$ cat config.mk
export PLATFORM = sky130hd
export DESIGN_NAME = word_uart_tx
export DESIGN_NICKNAME = d
export VERILOG_FILES = /design/src/rtl/word_uart_pkg.sv /design/src/rtl/word_uart_tx_baud_gen.sv /design/src/rtl/word_uart_tx.sv
export SDC_FILE = /design/constraint.sdc
export NUM_CORES = 1
export LEC_CHECK = 0
export BUFFER_PORTS_ARGS = -buffer_cell sky130_fd_sc_hd__buf_2
export CELL_PAD_IN_SITES_DETAIL_PLACEMENT = 1
export CELL_PAD_IN_SITES_GLOBAL_PLACEMENT = 1
export CORE_ASPECT_RATIO = 1.2
export CORE_MARGIN = 1.5
export CORE_UTILIZATION = 48
export DETAILED_ROUTE_END_ITERATION = 10
export PLACE_DENSITY = 0.82
export SYNTH_ARGS = -nofsm -noshare
export SYNTH_HDL_FRONTEND = slang
export SYNTH_SLANG_ARGS = --single-unit
$ cat constraint.sdc
create_clock -name clk -period 2.9 [get_ports clk]
set_input_delay 0 -clock clk [delete_from_list [all_inputs] [get_ports clk]]
set_output_delay 0 -clock clk [all_outputs]
set_load 0.1 [all_outputs]
$ cat src/rtl/word_uart_pkg.sv
// Shared types and framing constants for the word UART transmitter.
package word_uart_pkg;

    typedef enum logic [1:0] {
        IDLE,
        START,
        DATA,
        STOP
    } uart_state_t;

    localparam int FRAME_BITS = 10;
    localparam int WORD_BYTES = 2;

endpackage

$ cat src/rtl/word_uart_tx_baud_gen.sv
// Bit-time counter for the UART.
// bit_tick marks the last cycle of a bit; pre_tick marks the cycle just before it.
module uart_baud_gen #(
    parameter int CLKS_PER_BIT = 104
) (
    input  logic clk,
    input  logic rst_n,
    input  logic clear,
    output logic bit_tick,
    output logic pre_tick
);

    localparam int CNT_W = $clog2(CLKS_PER_BIT);
    localparam logic [CNT_W-1:0] CNT_LAST = CNT_W'(CLKS_PER_BIT - 1);
    localparam logic [CNT_W-1:0] CNT_PRE  = CNT_W'(CLKS_PER_BIT - 2);

    logic [CNT_W-1:0] cnt_q;
    logic [CNT_W-1:0] cnt_d;

    always_comb begin
        cnt_d = cnt_q + 1'b1;
        if (clear || (cnt_q == CNT_LAST)) begin
            cnt_d = '0;
        end
        bit_tick = !clear && (cnt_q == CNT_LAST);
        pre_tick = !clear && (cnt_q == CNT_PRE);
    end

    always_ff @(posedge clk or negedge rst_n) begin
        if (!rst_n) begin
            cnt_q <= '0;
        end else begin
            cnt_q <= cnt_d;
        end
    end

endmodule

$ cat src/rtl/word_uart_tx.sv
// Sends a 16-bit word as two back-to-back 8N1 frames, low byte first.
// All outputs are registered from next-state values, so tx follows start on the same edge.
module word_uart_tx
    import word_uart_pkg::*;
#(
    parameter int CLKS_PER_BIT = 104
) (
    input  logic        clk,
    input  logic        rst_n,
    input  logic        start,
    input  logic [15:0] data_in,
    output logic        tx,
    output logic        busy,
    output logic        done
);

    localparam logic [2:0] LAST_DATA_BIT = 3'(FRAME_BITS - 3);
    localparam logic       LAST_BYTE     = 1'(WORD_BYTES - 1);

    uart_state_t state_q, state_d;
    logic [7:0]  shift_q, shift_d;
    logic [7:0]  hi_byte_q, hi_byte_d;
    logic        byte_idx_q, byte_idx_d;
    logic [2:0]  bit_idx_q, bit_idx_d;
    logic        tx_q, tx_d;
    logic        busy_q, busy_d;
    logic        done_q, done_d;
    logic        bit_tick;
    logic        pre_tick;

    uart_baud_gen #(
        .CLKS_PER_BIT(CLKS_PER_BIT)
    ) u_baud (
        .clk     (clk),
        .rst_n   (rst_n),
        .clear   (state_q == IDLE),
        .bit_tick(bit_tick),
        .pre_tick(pre_tick)
    );

    always_comb begin
        state_d    = state_q;
        shift_d    = shift_q;
        hi_byte_d  = hi_byte_q;
        byte_idx_d = byte_idx_q;
        bit_idx_d  = bit_idx_q;

        unique case (state_q)
            IDLE: begin
                if (start) begin
                    state_d    = START;
                    shift_d    = data_in[7:0];
                    hi_byte_d  = data_in[15:8];
                    byte_idx_d = 1'b0;
                end
            end
            START: begin
                if (bit_tick) begin
                    state_d   = DATA;
                    bit_idx_d = '0;
                end
            end
            DATA: begin
                if (bit_tick) begin
                    shift_d = {1'b0, shift_q[7:1]};
                    if (bit_idx_q == LAST_DATA_BIT) begin
                        state_d = STOP;
                    end else begin
                        bit_idx_d = bit_idx_q + 1'b1;
                    end
                end
            end
            STOP: begin
                // Second frame starts straight out of the first stop bit, no idle gap.
                if (bit_tick) begin
                    if (byte_idx_q == LAST_BYTE) begin
                        state_d    = IDLE;
                        byte_idx_d = 1'b0;
                    end else begin
                        state_d    = START;
                        byte_idx_d = 1'b1;
                        shift_d    = hi_byte_q;
                    end
                end
            end
            default: state_d = IDLE;
        endcase

        unique case (state_d)
            START:   tx_d = 1'b0;
            DATA:    tx_d = shift_d[0];
            default: tx_d = 1'b1;
        endcase

        busy_d = (state_d != IDLE);
        done_d = (state_q == STOP) && (byte_idx_q == LAST_BYTE) && pre_tick;
    end

    always_ff @(posedge clk or negedge rst_n) begin
        if (!rst_n) begin
            state_q    <= IDLE;
            shift_q    <= '0;
            hi_byte_q  <= '0;
            byte_idx_q <= 1'b0;
            bit_idx_q  <= '0;
            tx_q       <= 1'b1;
            busy_q     <= 1'b0;
            done_q     <= 1'b0;
        end else begin
            state_q    <= state_d;
            shift_q    <= shift_d;
            hi_byte_q  <= hi_byte_d;
            byte_idx_q <= byte_idx_d;
            bit_idx_q  <= bit_idx_d;
            tx_q       <= tx_d;
            busy_q     <= busy_d;
            done_q     <= done_d;
        end
    end

    assign tx   = tx_q;
    assign busy = busy_q;
    assign done = done_q;

endmodule

# After elaboration in Yosys (flattened, before gate mapping)
# Index checks and enable logic that the tools add are counted.
# totals
latch_bits	0
mem_bits_ro	0
mem_count	0
reg_bits	32
elab_cells	63
output_inout_bits	3
ramBits	0
# op_classes
n_eq_ne	14
n_reduce_logical	15
multipliers	0
shift	0
bitwise	0
div	0
magnitude_cmp	0
addsub	2
n_mux	22
# op_table
cell	count
2-to-1 mux 8 bit	4
case mux 8 bit (3 select lines)	1
equality test 7 bit (second input constant)	2
inequality test 2 bit (second input constant)	6
2-to-1 mux 2 bit	5
2-to-1 mux 3 bit	3
case mux 2 bit (4 select lines)	1
adder 7 x 1 -> 7 bit (second input constant)	1
2-to-1 mux 7 bit	1
equality test 2 bit (second input constant)	3
case mux 3 bit (2 select lines)	1
nonzero test 2 bit	3
AND reduction 5 bit	1
equality test 2 x 1 -> 1 bit (second input constant)	2
logical AND 1 bit	4
2-to-1 mux 1 bit	4
case mux 1 bit (2 select lines)	2
AND reduction 4 bit	1
adder 3 x 1 -> 3 bit (second input constant)	1
equality test 3 bit (second input constant)	1
AND reduction 3 bit	1
nonzero test 3 bit	1
zero test 2 bit	1
AND reduction 2 bit	1
other kinds (2)	2

# Depth between registers and ports, before layout
# Gate-level depths: netlist of the first run.
# depth
depth_word	7
mapped_depth	7
mapped_depth_nobuf	6

# Hierarchy
# Synthesis of the first run repeated with hierarchy kept, for this count alone.
# unflattened
hier_cells	150
hier_area_um2	1617.8
# by_module_without_submodules
mod	seq_area_each_um2	cells_each	n_inst	area_each_um2
word_uart_tx	626.9	113	1	1246.2
uart_baud_gen	175.2	37	1	371.6

# Least setup slack after synthesis of the first run
# Ideal clock, no wire load.
# synth_path
path_kind	reg-to-reg
from	register u_baud.cnt_q[0]
to	register shift_q[1]
path_stages_with_launch	8
arrival_time_ps	1550
slack_ps	1214
t_required_ps	2765
path_cell_list	dfrtp_1 > ha_1 > and2_1 > buf_2 > and4_4 > buf_6 > a222oi_1 > mux2i_1
# synth_via
elab_chain_len	4
# synth_lines
element	line_no	rtl
start: declaration	word_uart_tx_baud_gen.sv:17	logic [CNT_W-1:0] cnt_q;
start signal: assignment	word_uart_tx_baud_gen.sv:33	cnt_q <= cnt_d;
equality test 7 bit *	word_uart_tx_baud_gen.sv:25	bit_tick = !clear && (cnt_q == CNT_LAST);
logical AND 1 bit *	word_uart_tx_baud_gen.sv:25	
inequality test 2 bit (no source line)	n/a	
AND reduction 5 bit (no source line) *	n/a	
end signal: assignment	word_uart_tx.sv:111	shift_q <= shift_d;
end: declaration	word_uart_tx.sv:21	logic [7:0] shift_q, shift_d;
# Mark *: on every way between the ends. The rest lies on a longest branch, timed or not.
# A chain may end at the register's enable or synchronous reset.

# Worst setup path in the final report of the first run
# layout_path
from	register state_q[1]
to	register shift_q[5]
# layout_via
elab_chain_len	5
# layout_lines
element	line_no	rtl
start: declaration	word_uart_tx.sv:20	uart_state_t state_q, state_d;
start signal: assignment	word_uart_tx.sv:110	state_q <= state_d;
zero test 2 bit	word_uart_tx.sv:36, word_uart_tx.sv:48	
zero test 1 bit	word_uart_tx_baud_gen.sv:25	
logical AND 1 bit	word_uart_tx_baud_gen.sv:25	
inequality test 2 bit (no source line)	n/a	
AND reduction 5 bit (no source line)	n/a	
# Several ways; a longest one is shown, not always the timed one.

==> results of run 1 <==
==> routing by layer <==
layer,share of wire,wire length [µm],global-route usage,up-vias
met4,0.031,138,0.125,0
li1,-,-,-,591
met3,0.044,198,0.0685,12
met1,0.40,1780,0.301,646
met5,0,0,0,-
met2,0.52,2330,0.493,44
==> stage by stage <==
step	instances	hold slack (ns)	worst slack, ns
3_5_place_dp	192	0.0916	1.10
3_3_place_gp	192	0.0885	1.21
5_1_grt	218	0.264	0.857
4_1_cts	218	0.240	1.09
6_report	218	0.206	0.971
2_1_floorplan	141	-0.296	1.21
==> synth_stat cells, types with 2 or more instances <==
master	count	share of area
mux2_2	6	0.042
xor2_1	3	0.016
a311oi_1	2	0.011
nand3_1	2	0.0063
xnor2_1	3	0.016
nand2_1	12	0.028
mux2_1	2	0.014
dfrtp_1	31	0.49
mux2i_1	6	0.038
nor3_1	2	0.0063
a222oi_1	7	0.044
ha_1	4	0.031
inv_1	10	0.024
o21ai_0	7	0.022
buf_2	5	0.016
nand3b_1	2	0.0094
nor2_1	14	0.033
o22ai_1	2	0.0078
==> cell families after synthesis <==
| logic type | after synthesis | share of synthesized area |
|---|---|---|
| AND/OR/NAND/NOR | 41 | 0.151 |
| buffers and inverters | 17 | 0.0486 |
| multiplexers | 14 | 0.0941 |
| flip-flops | 32 | 0.503 |
| adder cells (fa/ha/maj) | 4 | 0.0314 |
| AO/OA/AOI/OAI | 27 | 0.139 |
| XOR/XNOR | 6 | 0.0329 |
==> what timing repair did <==
action / 4_1_cts / 5_1_grt
hold endpoints to repair: 48 / 0
hold buffers: 18 / 0
buffers inserted: 0 / 0
==> state kept, by name, summed over array words and instances, names as in the netlist <==
register	count
bit_idx_q	3
done	1
busy	1
byte_idx_q	1
hi_byte_q	8
tx	1
state_q	2
u_baud.cnt_q	7
shift_q	8
==> area by class of cell <==
class / count / area [µm²] / area share
sequential: 32 / 802 / 0.408
multi-input combinational: 92 / 721 / 0.366
timing repair buffer: 40 / 293 / 0.149
clock buffer: 8 / 68.8 / 0.0350
tap: 36 / 45.0 / 0.0229
inverter: 10 / 37.5 / 0.0191
==> worst min-delay path by stage <==
stage                      from                         to  slack, ns  depth (start not counted)
after floorplan           rst_n   bit_idx_q[0]$_DFFE_PN0P_      -0.30                          0
after global placement    rst_n  u_baud.cnt_q[4]$_DFF_PN0_       0.09                          1
after detailed placement  rst_n   bit_idx_q[2]$_DFFE_PN0P_       0.09                          1
after CTS                 rst_n     byte_idx_q$_DFFE_PN0P_       0.24                          2
after global routing      rst_n     byte_idx_q$_DFFE_PN0P_       0.26                          2
final                     rst_n     byte_idx_q$_DFFE_PN0P_       0.21                          2
==> worst reg2reg max path: cells and delay by family, from the launching register on <==
kind | cells | cell delay [ns]
compound gates | 1 | 0.20
flops | 1 | 0.72
mux | 1 | 0.25
simple gates | 2 | 0.67
==> power groups by stage <==
| stage | Combinational [mW] | Clock (mW) | Sequential (mW) |
|---|---|---|---|
| after global placement | 0.201 | 0 | 0.613 |
| after CTS | 0.234 | 0.309 | 0.615 |
| after floorplan | 0.156 | 0 | 0.606 |
| after global routing | 0.272 | 0.336 | 0.637 |
| final | 0.249 | 0.309 | 0.627 |
| after detailed placement | 0.214 | 0 | 0.622 |
==> impl_metrics.env, run 1 <==
export IMPL_cts_buffer_depth=2
export IMPL_period_share=0.665
export IMPL_ant_nets=0
export IMPL_hold_path_class="in2async"
export IMPL_swShare=0.325
export IMPL_p_int_uw=800
export IMPL_antenna_found_initial=0
export IMPL_r2r_end="shift_q[5]$_DFFE_PN0P_"
export IMPL_n_fill_cell=325
export IMPL_avgRoutedWirePerCell_um=20.4
export IMPL_grt_max_degree=33
export IMPL_fin_area_um2=1970
export IMPL_timing_worst_setup_path_type="reg2reg"
export IMPL_cts_num_sinks=32
export IMPL_rr_worst_depth=4
export IMPL_area_growth_pct=23.3
export IMPL_rsz0062_at_grt="no"
export IMPL_root_buffer="clkbuf_4"
export IMPL_antennaDiodeCount=0
export IMPL_period_minus_slack_ns=1.93
export IMPL_cp_endpoint="shift_q[5]$_DFFE_PN0P_"
export IMPL_worstPathRequired_ns=3.16
export IMPL_dp_hpwl_um=2500
export IMPL_cp_startpoint="state_q[1]$_DFF_PN0_"
export IMPL_p_leak_nw=0.867
export IMPL_final_hold_viol_count=0
export IMPL_drv_slew=0
export IMPL_htreeDepth=2
export IMPL_endpoint_kind="flop"
export IMPL_powerDensity_nw_per_um2=602
export IMPL_skew_ns=0.0224
export IMPL_dieHeight_um=66.2
export IMPL_pwr_share_clk=0.261
export IMPL_fmax_ghz=0.518
export IMPL_synth_cell_types=39
export IMPL_cp_max_fo=17
export IMPL_async_flop_share=1.00
export IMPL_finalWirelength_um=4450
export IMPL_syn_avg_cell_area_um2=11.3
export IMPL_setup_viol=0
export IMPL_synth_main_ff_cell="dfrtp_1"
export IMPL_cts_resized_gates=0
export IMPL_start_util=0.513
export IMPL_ys_ff_latch=32
export IMPL_yosysWarnings=0
export IMPL_crit_cells=4
export IMPL_reg2reg_slack_ns=0.97
export IMPL_slew_headroom=0.533
export IMPL_synth_area_um2=1600
export IMPL_synth_edf_count=0
export IMPL_num_nets_final=204
export IMPL_die_width_um=55.6
export IMPL_max_stage_delay_ns=0.72
export IMPL_dpl_cell_area_um2=1720
export IMPL_worst_slew_pin_slew_ns=0.701
export IMPL_io_buffer_count=21
export IMPL_status="finished, final reports clean"
export IMPL_final_core_util=0.632
export IMPL_p_total_mw=1.18
export IMPL_final_common_cell="dfrtp_1"
export IMPL_overflow=0
export IMPL_numCtsBuffers=5
export IMPL_core_um2=3110
export IMPL_yosysSeqAreaShare=0.503
export IMPL_final_cell_mix="dfrtp_1, buf_2, dlygate4sd3_1, nor2_1, nand2_1"
export IMPL_power_switching_uw=385
export IMPL_cp_top_family="flip-flops"
export IMPL_synth_nets=164
export IMPL_row_count=22
export IMPL_vias=1293
export IMPL_comb_power_share=0.210
export IMPL_cap_violations=0
export IMPL_die_area_um2=3680
export IMPL_pwr_share_seq=0.529
export IMPL_crit_arrival_ns=2.19
export IMPL_grt_pass1_vias=1422
export IMPL_clkSlewWorstSetupHoldPaths_ns=0.12
export IMPL_cp_cell_sequence="nand2_1 > nor4_4 > a222oi_1 > mux2i_1"
export IMPL_gp_congestion=0.798
export IMPL_drive_gt1_frac=0.231
export IMPL_vias_per_cell=5.93
export IMPL_grt_pass1_wl_um=7220
export IMPL_clkLatencyLatePin_ns=0.36
export IMPL_slowest_stage="dfrtp_1"
export IMPL_drc=0
export IMPL_crit_path_start_kind="flop"
export IMPL_worst_path_buf_inv=0
export IMPL_synth_cells=141
export IMPL_r2r_start="state_q[1]$_DFF_PN0_"
export IMPL_drtPass1Iterations=4
export IMPL_fin_setup_tns_ns=0
export IMPL_gr_usage_all_layers=0.273
export IMPL_io_pin_count=22
export IMPL_cts_tree="done"
export IMPL_peakVddDrop_v=0.000538
export IMPL_drt_iter0_drc=56
(Power assumes the default switching activity.)
==> run 2: changes to the inputs <==
--- a/config.mk
+++ b/config.mk
@@ -10,9 +10,9 @@
 export CELL_PAD_IN_SITES_GLOBAL_PLACEMENT = 1
 export CORE_ASPECT_RATIO = 1.2
 export CORE_MARGIN = 1.5
-export CORE_UTILIZATION = 48
+export CORE_UTILIZATION = 40
 export DETAILED_ROUTE_END_ITERATION = 10
-export PLACE_DENSITY = 0.82
+export PLACE_DENSITY = 0.73
 export SYNTH_ARGS = -nofsm -noshare
 export SYNTH_HDL_FRONTEND = slang
 export SYNTH_SLANG_ARGS = --single-unit
==> constraint.sdc (replaced) <==
create_clock -name clk -period 1.7 [get_ports clk]
set_input_delay 0 -clock clk [delete_from_list [all_inputs] [get_ports clk]]
set_output_delay 0 -clock clk [all_outputs]
set_load 0.1 [all_outputs]
==> run 2 against run 1 <==
- clock skew shrank 0.018 ns
- maximum frequency grew 17%
- final cell count grew 8.7%
- die area grew 19%
- sequential share of layout area shrank 2.0 points
- clock-buffer cell count shrank 1
==> impl_metrics.env, run 2 (synthesized netlist as in run 1, its figures left out) <==
export IMPL_finalWirelength_um=3850
export IMPL_fin_cells=237
export IMPL_final_core_util=0.555
export IMPL_row_count=24
export IMPL_fmax_ghz=0.608
export IMPL_setup_viol=0
export IMPL_numCtsBuffers=5
export IMPL_gr_usage_all_layers=0.194
export IMPL_top_usage_layer="met2"
export IMPL_multi_input_area_um2=737
export IMPL_slew_headroom=0.519
export IMPL_gp_congestion=0.774
export IMPL_met2_usage=0.325
export IMPL_drc=0
export IMPL_endpoint_kind="flop"
export IMPL_r2r_end="shift_q[5]$_DFFE_PN0P_"
export IMPL_io_pin_count=22
export IMPL_die_area_um2=4380
export IMPL_grt_met3_usage=0.0606
export IMPL_slowest_stage="dfrtp_1"
export IMPL_powerDensity_nw_per_um2=1120
export IMPL_worst_slew_pin_slew_ns=0.721
export IMPL_dpl_cell_area_um2=1780
export IMPL_area_growth_pct=29.6
export IMPL_cp_startpoint="state_q[1]$_DFF_PN0_"
export IMPL_grt_pass1_wl_um=6290
export IMPL_cts_tree="done"
export IMPL_cts_num_sinks=32
export IMPL_skew_ns=0.00446
export IMPL_antennaDiodeCount=0
export IMPL_grt_util_met1=0.232
export IMPL_period_minus_slack_ns=1.64
export IMPL_clkSlewWorstSetupHoldPaths_ns=0.07
export IMPL_start_util=0.428
export IMPL_max_stage_delay_ns=0.41
export IMPL_dp_hpwl_um=2540
export IMPL_drv_slew=0
export IMPL_cts_buffer_depth=2
export IMPL_crit_path_start_kind="flop"
export IMPL_htreeDepth=2
export IMPL_drive_gt1_frac=0.308
export IMPL_drtPass1Iterations=4
export IMPL_antenna_found_initial=0
export IMPL_final_seq_area_um2=802
export IMPL_cp_max_fo=16
export IMPL_reg2reg_slack_ns=0.06
export IMPL_vias_per_cell=5.34
export IMPL_root_buffer="clkbuf_8"
export IMPL_status="finished, final reports clean"
export IMPL_grt_pass1_vias=1376
export IMPL_cpMostUsedCell="buf_4"
export IMPL_peakVddDrop_v=0.000657
export IMPL_grt_max_degree=33
export IMPL_hold_depth=3
export IMPL_final_cell_mix="dfrtp_1, buf_2, nor2_1, dlygate4sd3_1, nand2_1"
export IMPL_dieHeight_um=72.2
export IMPL_p_total_mw=2.31
export IMPL_drt_iter0_drc=67
export IMPL_top_regs="hi_byte_q x8, shift_q x8, u_baud.cnt_q x7"
export IMPL_avgRoutedWirePerCell_um=16.2
export IMPL_cp_endpoint="shift_q[5]$_DFFE_PN0P_"
export IMPL_vias=1265
export IMPL_timing_worst_setup_path_type="reg2reg"
export IMPL_rsz0062_at_grt="no"
export IMPL_ant_nets=0
export IMPL_cp_cell_sequence="buf_4 > nand2_1 > nor4_4 > buf_4 > a222oi_1 > mux2i_1"
export IMPL_n_fill_cell=415
export IMPL_cap_violations=0
export IMPL_core_um2=3720
export IMPL_overflow=0
export IMPL_place_inst=214
export IMPL_io_buffer_count=21
export IMPL_rr_worst_depth=6
export IMPL_hold_start="data_in[3]"
export IMPL_fin_area_um2=2070
export IMPL_die_width_um=60.7
export IMPL_period_share=0.967
export IMPL_hold_path_class="in2reg"
export IMPL_num_nets_final=207
export IMPL_clkLatencyLatePin_ns=0.29
export IMPL_worstPathRequired_ns=1.86
export IMPL_crit_arrival_ns=1.80
export IMPL_final_hold_viol_count=0
export IMPL_r2r_start="state_q[1]$_DFF_PN0_"
export IMPL_p_leak_nw=0.914
export IMPL_final_common_cell="dfrtp_1"
[run 2: changes by cell type in the layout (fill, tap and decap cells not counted), moves of 5 or more]
cell | before | now
dlygate4sd3_1 | 18 | 12
clkbuf_8 | 2 | 7
buf_4 | 1 | 10
clkbuf_4 | 5 | 0
[run 2: layer usage]
layer | wire, µm | share of wire
met2 | 2020 | 0.52
met5 | 0 | 0
met1 | 1610 | 0.42
met3 | 147 | 0.038
met4 | 72 | 0.019
[run 2: what timing repair did]
action | 4_1_cts | 5_1_grt
pin swaps | 2 | 1
hold buffers | 12 | 0
setup buffers | 1 | 2
gates resized for setup | 2 | 4
hold endpoints to repair | 42 | 0
setup endpoints to repair | 7 | 7
[run 2: area by class of cell]
| cell class | instances | share of cell area |
|---|---|---|
| Inverter | 10 | 0.0181 |
| Timing Repair Buffer | 43 | 0.145 |
| Sequential cell | 32 | 0.388 |
| Multi-Input combinational cell | 92 | 0.356 |
| Clock inverter | 1 | 0.0145 |
| Tap cell | 52 | 0.0315 |
| Clock buffer | 7 | 0.0466 |
[run 2: where the power goes]
group	switching, mW	leakage [nW]	total [mW]	internal [mW]
Combinational	0.209	0.444	0.454	0.245
Sequential	0.134	0.406	1.05	0.916
Clock	0.286	0.0645	0.803	0.517
[run 2: worst max-delay path: cells and delay by family, from the launching register on]
kind | cells | cell delay (ns)
multiplexers | 1 | 0.13
flip-flops | 1 | 0.41
buffers and inverters | 2 | 0.39
AO/OA/AOI/OAI | 1 | 0.37
AND/OR/NAND/NOR | 2 | 0.21
[run 2: worst min path at each step]
stage / to / slack [ns]
floorplan: bit_idx_q[0]$_DFFE_PN0P_ / -0.30
global placement: u_baud.cnt_q[4]$_DFF_PN0_ / 0.09
detailed placement: u_baud.cnt_q[4]$_DFF_PN0_ / 0.1
CTS: shift_q[3]$_DFFE_PN0P_ / 0.006
global route: shift_q[3]$_DFFE_PN0P_ / 0.02
finish: shift_q[3]$_DFFE_PN0P_ / 0.005
[run 2: metrics by stage]
stage | TNS, ns | worst slack, ns | hold slack, ns
floorplan | 0 | 0.0144 | -0.296
global placement | 0 | 0.0941 | 0.0897
detailed placement | -0.0161 | -0.0142 | 0.0984
CTS | -0.00388 | -0.00388 | 0.00621
global route | 0 | 0.00297 | 0.0169
finish | 0 | 0.0563 | 0.00452
==> run 3: changes to the inputs <==
--- a/config.mk
+++ b/config.mk
@@ -5,14 +5,15 @@
 export SDC_FILE = /design/constraint.sdc
 export NUM_CORES = 1
 export LEC_CHECK = 0
-export BUFFER_PORTS_ARGS = -buffer_cell sky130_fd_sc_hd__buf_2
+export BUFFER_PORTS_ARGS = -buffer_cell sky130_fd_sc_hd__clkbuf_2
 export CELL_PAD_IN_SITES_DETAIL_PLACEMENT = 1
 export CELL_PAD_IN_SITES_GLOBAL_PLACEMENT = 1
 export CORE_ASPECT_RATIO = 1.2
 export CORE_MARGIN = 1.5
-export CORE_UTILIZATION = 40
+export CORE_UTILIZATION = 44
 export DETAILED_ROUTE_END_ITERATION = 10
-export PLACE_DENSITY = 0.73
+export PLACE_DENSITY = 0.76
+export SLEW_MARGIN = 0
 export SYNTH_ARGS = -nofsm -noshare
 export SYNTH_HDL_FRONTEND = slang
 export SYNTH_SLANG_ARGS = --single-unit
==> constraint.sdc (replaced) <==
create_clock -name clk -period 1.75 [get_ports clk]
set_input_delay 0 -clock clk [delete_from_list [all_inputs] [get_ports clk]]
set_output_delay 0 -clock clk [all_outputs]
set_load 0.1 [all_outputs]
==> run 3 against run 2 <==
- final area down 2.8%
- first-iteration DRC count shrank 12%
- routed wire length increased by 9.0%
- core utilization is 3.7 points higher
==> impl_metrics.env, run 3 (synthesized netlist as in run 1, its figures left out) <==
export IMPL_top_regs="hi_byte_q x8, shift_q x8, u_baud.cnt_q x7"
export IMPL_fin_area_um2=2010
export IMPL_start_util=0.470
export IMPL_drv_slew=0
export IMPL_place_inst=198
export IMPL_status="finished, final reports clean"
export IMPL_swShare=0.291
export IMPL_max_stage_delay_ns=0.51
export IMPL_fin_setup_tns_ns=0
export IMPL_core_um2=3400
export IMPL_p_leak_nw=0.890
export IMPL_slew_headroom=0.456
export IMPL_clkLatencyLatePin_ns=0.29
export IMPL_setup_slack_ns=0.106
export IMPL_vias_per_cell=5.88
export IMPL_overflow=0
export IMPL_die_area_um2=4000
export IMPL_die_width_um=58.0
export IMPL_drtPass1Iterations=7
export IMPL_final_common_cell="dfrtp_1"
export IMPL_crit_arrival_ns=1.81
export IMPL_final_cell_mix="dfrtp_1, clkbuf_2, nor2_1, dlygate4sd3_1, nand2_1"
export IMPL_cp_max_fo=10
export IMPL_cp_endpoint="shift_q[7]$_DFFE_PN0P_"
export IMPL_r2r_start="state_q[0]$_DFF_PN0_"
export IMPL_timing_hold_ws_ns=0.0131
export IMPL_slowest_stage="dfrtp_1"
export IMPL_cp_cell_sequence="buf_4 > nand2_1 > a41oi_4 > a222oi_1 > inv_1"
export IMPL_grt_pass1_wl_um=6840
export IMPL_cts_num_sinks=32
export IMPL_reg2reg_slack_ns=0.11
export IMPL_antennaDiodeCount=0
export IMPL_worst_slew_pin_slew_ns=0.816
export IMPL_skew_ns=0.00698
export IMPL_dieHeight_um=69.0
export IMPL_avgRoutedWirePerCell_um=19.2
export IMPL_finalWirelength_um=4190
export IMPL_power_switching_uw=623
export IMPL_cap_violations=0
export IMPL_endpoint_kind="flop"
export IMPL_pwr_share_seq=0.478
export IMPL_vias=1282
export IMPL_dp_hpwl_um=2800
export IMPL_cts_tree="done"
export IMPL_gr_usage_all_layers=0.241
export IMPL_crit_path_start_kind="flop"
export IMPL_grt_pass1_vias=1437
export IMPL_pre_cts_ws_ns=0.00846
export IMPL_fin_cells=218
export IMPL_clkSlewWorstSetupHoldPaths_ns=0.07
export IMPL_antenna_found_initial=0
export IMPL_peakVddDrop_v=0.000713
export IMPL_num_nets_final=203
export IMPL_period_share=0.939
export IMPL_io_pin_count=22
export IMPL_row_count=23
export IMPL_comb_power_share=0.192
export IMPL_drt_iter0_drc=59
export IMPL_powerDensity_nw_per_um2=1070
export IMPL_htreeDepth=2
export IMPL_pwr_share_clk=0.330
export IMPL_root_buffer="clkbuf_8"
export IMPL_rr_worst_depth=5
export IMPL_gp_congestion=0.843
export IMPL_drc=0
export IMPL_r2r_end="shift_q[7]$_DFFE_PN0P_"
export IMPL_numCtsBuffers=5
export IMPL_fmax_ghz=0.608
export IMPL_worstPathRequired_ns=1.92
export IMPL_final_hold_viol_count=0
export IMPL_cp_startpoint="state_q[0]$_DFF_PN0_"
export IMPL_setup_viol=0
export IMPL_timing_worst_setup_path_type="reg2reg"
export IMPL_area_growth_pct=26.0
export IMPL_period_minus_slack_ns=1.64
export IMPL_drive_gt1_frac=0.287
export IMPL_ant_nets=0
export IMPL_cts_setup_buffers=0
export IMPL_dpl_cell_area_um2=1770
export IMPL_cts_buffer_depth=2
export IMPL_io_buffer_count=21
export IMPL_p_int_mw=1.52
export IMPL_hold_path_class="in2reg"
export IMPL_grt_max_degree=33
export IMPL_rsz0062_at_grt="yes"
==> run 3: power groups by stage <==
stage	Clock, mW	Combinational (mW)	Sequential, mW
finish	0.708	0.412	1.02
global route	0.748	0.452	1.04
CTS	0.724	0.400	1.02
detailed placement	0	0.379	1.03
global placement	0	0.342	1.02
floorplan	0	0.259	1.00
==> run 3: how the worst min path moves through the flow <==
stage,start,end,slack [ns],depth (start not counted)
3_5_place_dp,rst_n,done$_DFF_PN0_,0.14,1
2_1_floorplan,rst_n,bit_idx_q[0]$_DFFE_PN0P_,-0.30,0
3_3_place_gp,rst_n,u_baud.cnt_q[5]$_DFF_PN0_,0.12,1
6_report,data_in[2],shift_q[2]$_DFFE_PN0P_,0.01,3
5_1_grt,data_in[1],shift_q[1]$_DFFE_PN0P_,0.02,3
4_1_cts,data_in[4],shift_q[4]$_DFFE_PN0P_,0.01,3
==> run 3: metrics by stage <==
stage	utilization	power, mW
final	0.592	2.14
after global routing	0.592	2.24
after floorplan	-	1.26
after global placement	0.521	1.36
after detailed placement	0.521	1.41
after CTS	0.589	2.14
==> run 3: final cells by class <==
class                           instances  area, µm²
Tap cell                               37       46.3
Clock buffer                            5       68.8
Timing Repair Buffer                   39        283
Multi-Input combinational cell         92        731
Fill cell                             381       1390
Sequential cell                        32        802
Clock inverter                          3       42.5
Inverter                               10       37.5
==> run 3: critical path, delay by kind of cell (launching register included) <==
family                 cells  cell delay (ns)
buffers and inverters      2             0.32
flip-flops                 1             0.51
AND/OR/NAND/NOR            1             0.15
AO/OA/AOI/OAI              2             0.55
==> run 3: per-layer routing <==
metal | vias to the layer above | GRT usage | routed length (µm)
li1 | 588 | - | -
met1 | 659 | 0.246 | 1570
met3 | 6 | 0.0522 | 127
met4 | 0 | 0.142 | 79
met2 | 29 | 0.450 | 2410
met5 | - | 0 | 0
==> run 3: timing repair <==
item | 4_1_cts | 5_1_grt
gates resized for setup | 0 | 8
endpoints found under the setup margin | 0 | 19
endpoints found under the hold margin | 42 | 0
hold buffers | 12 | 0
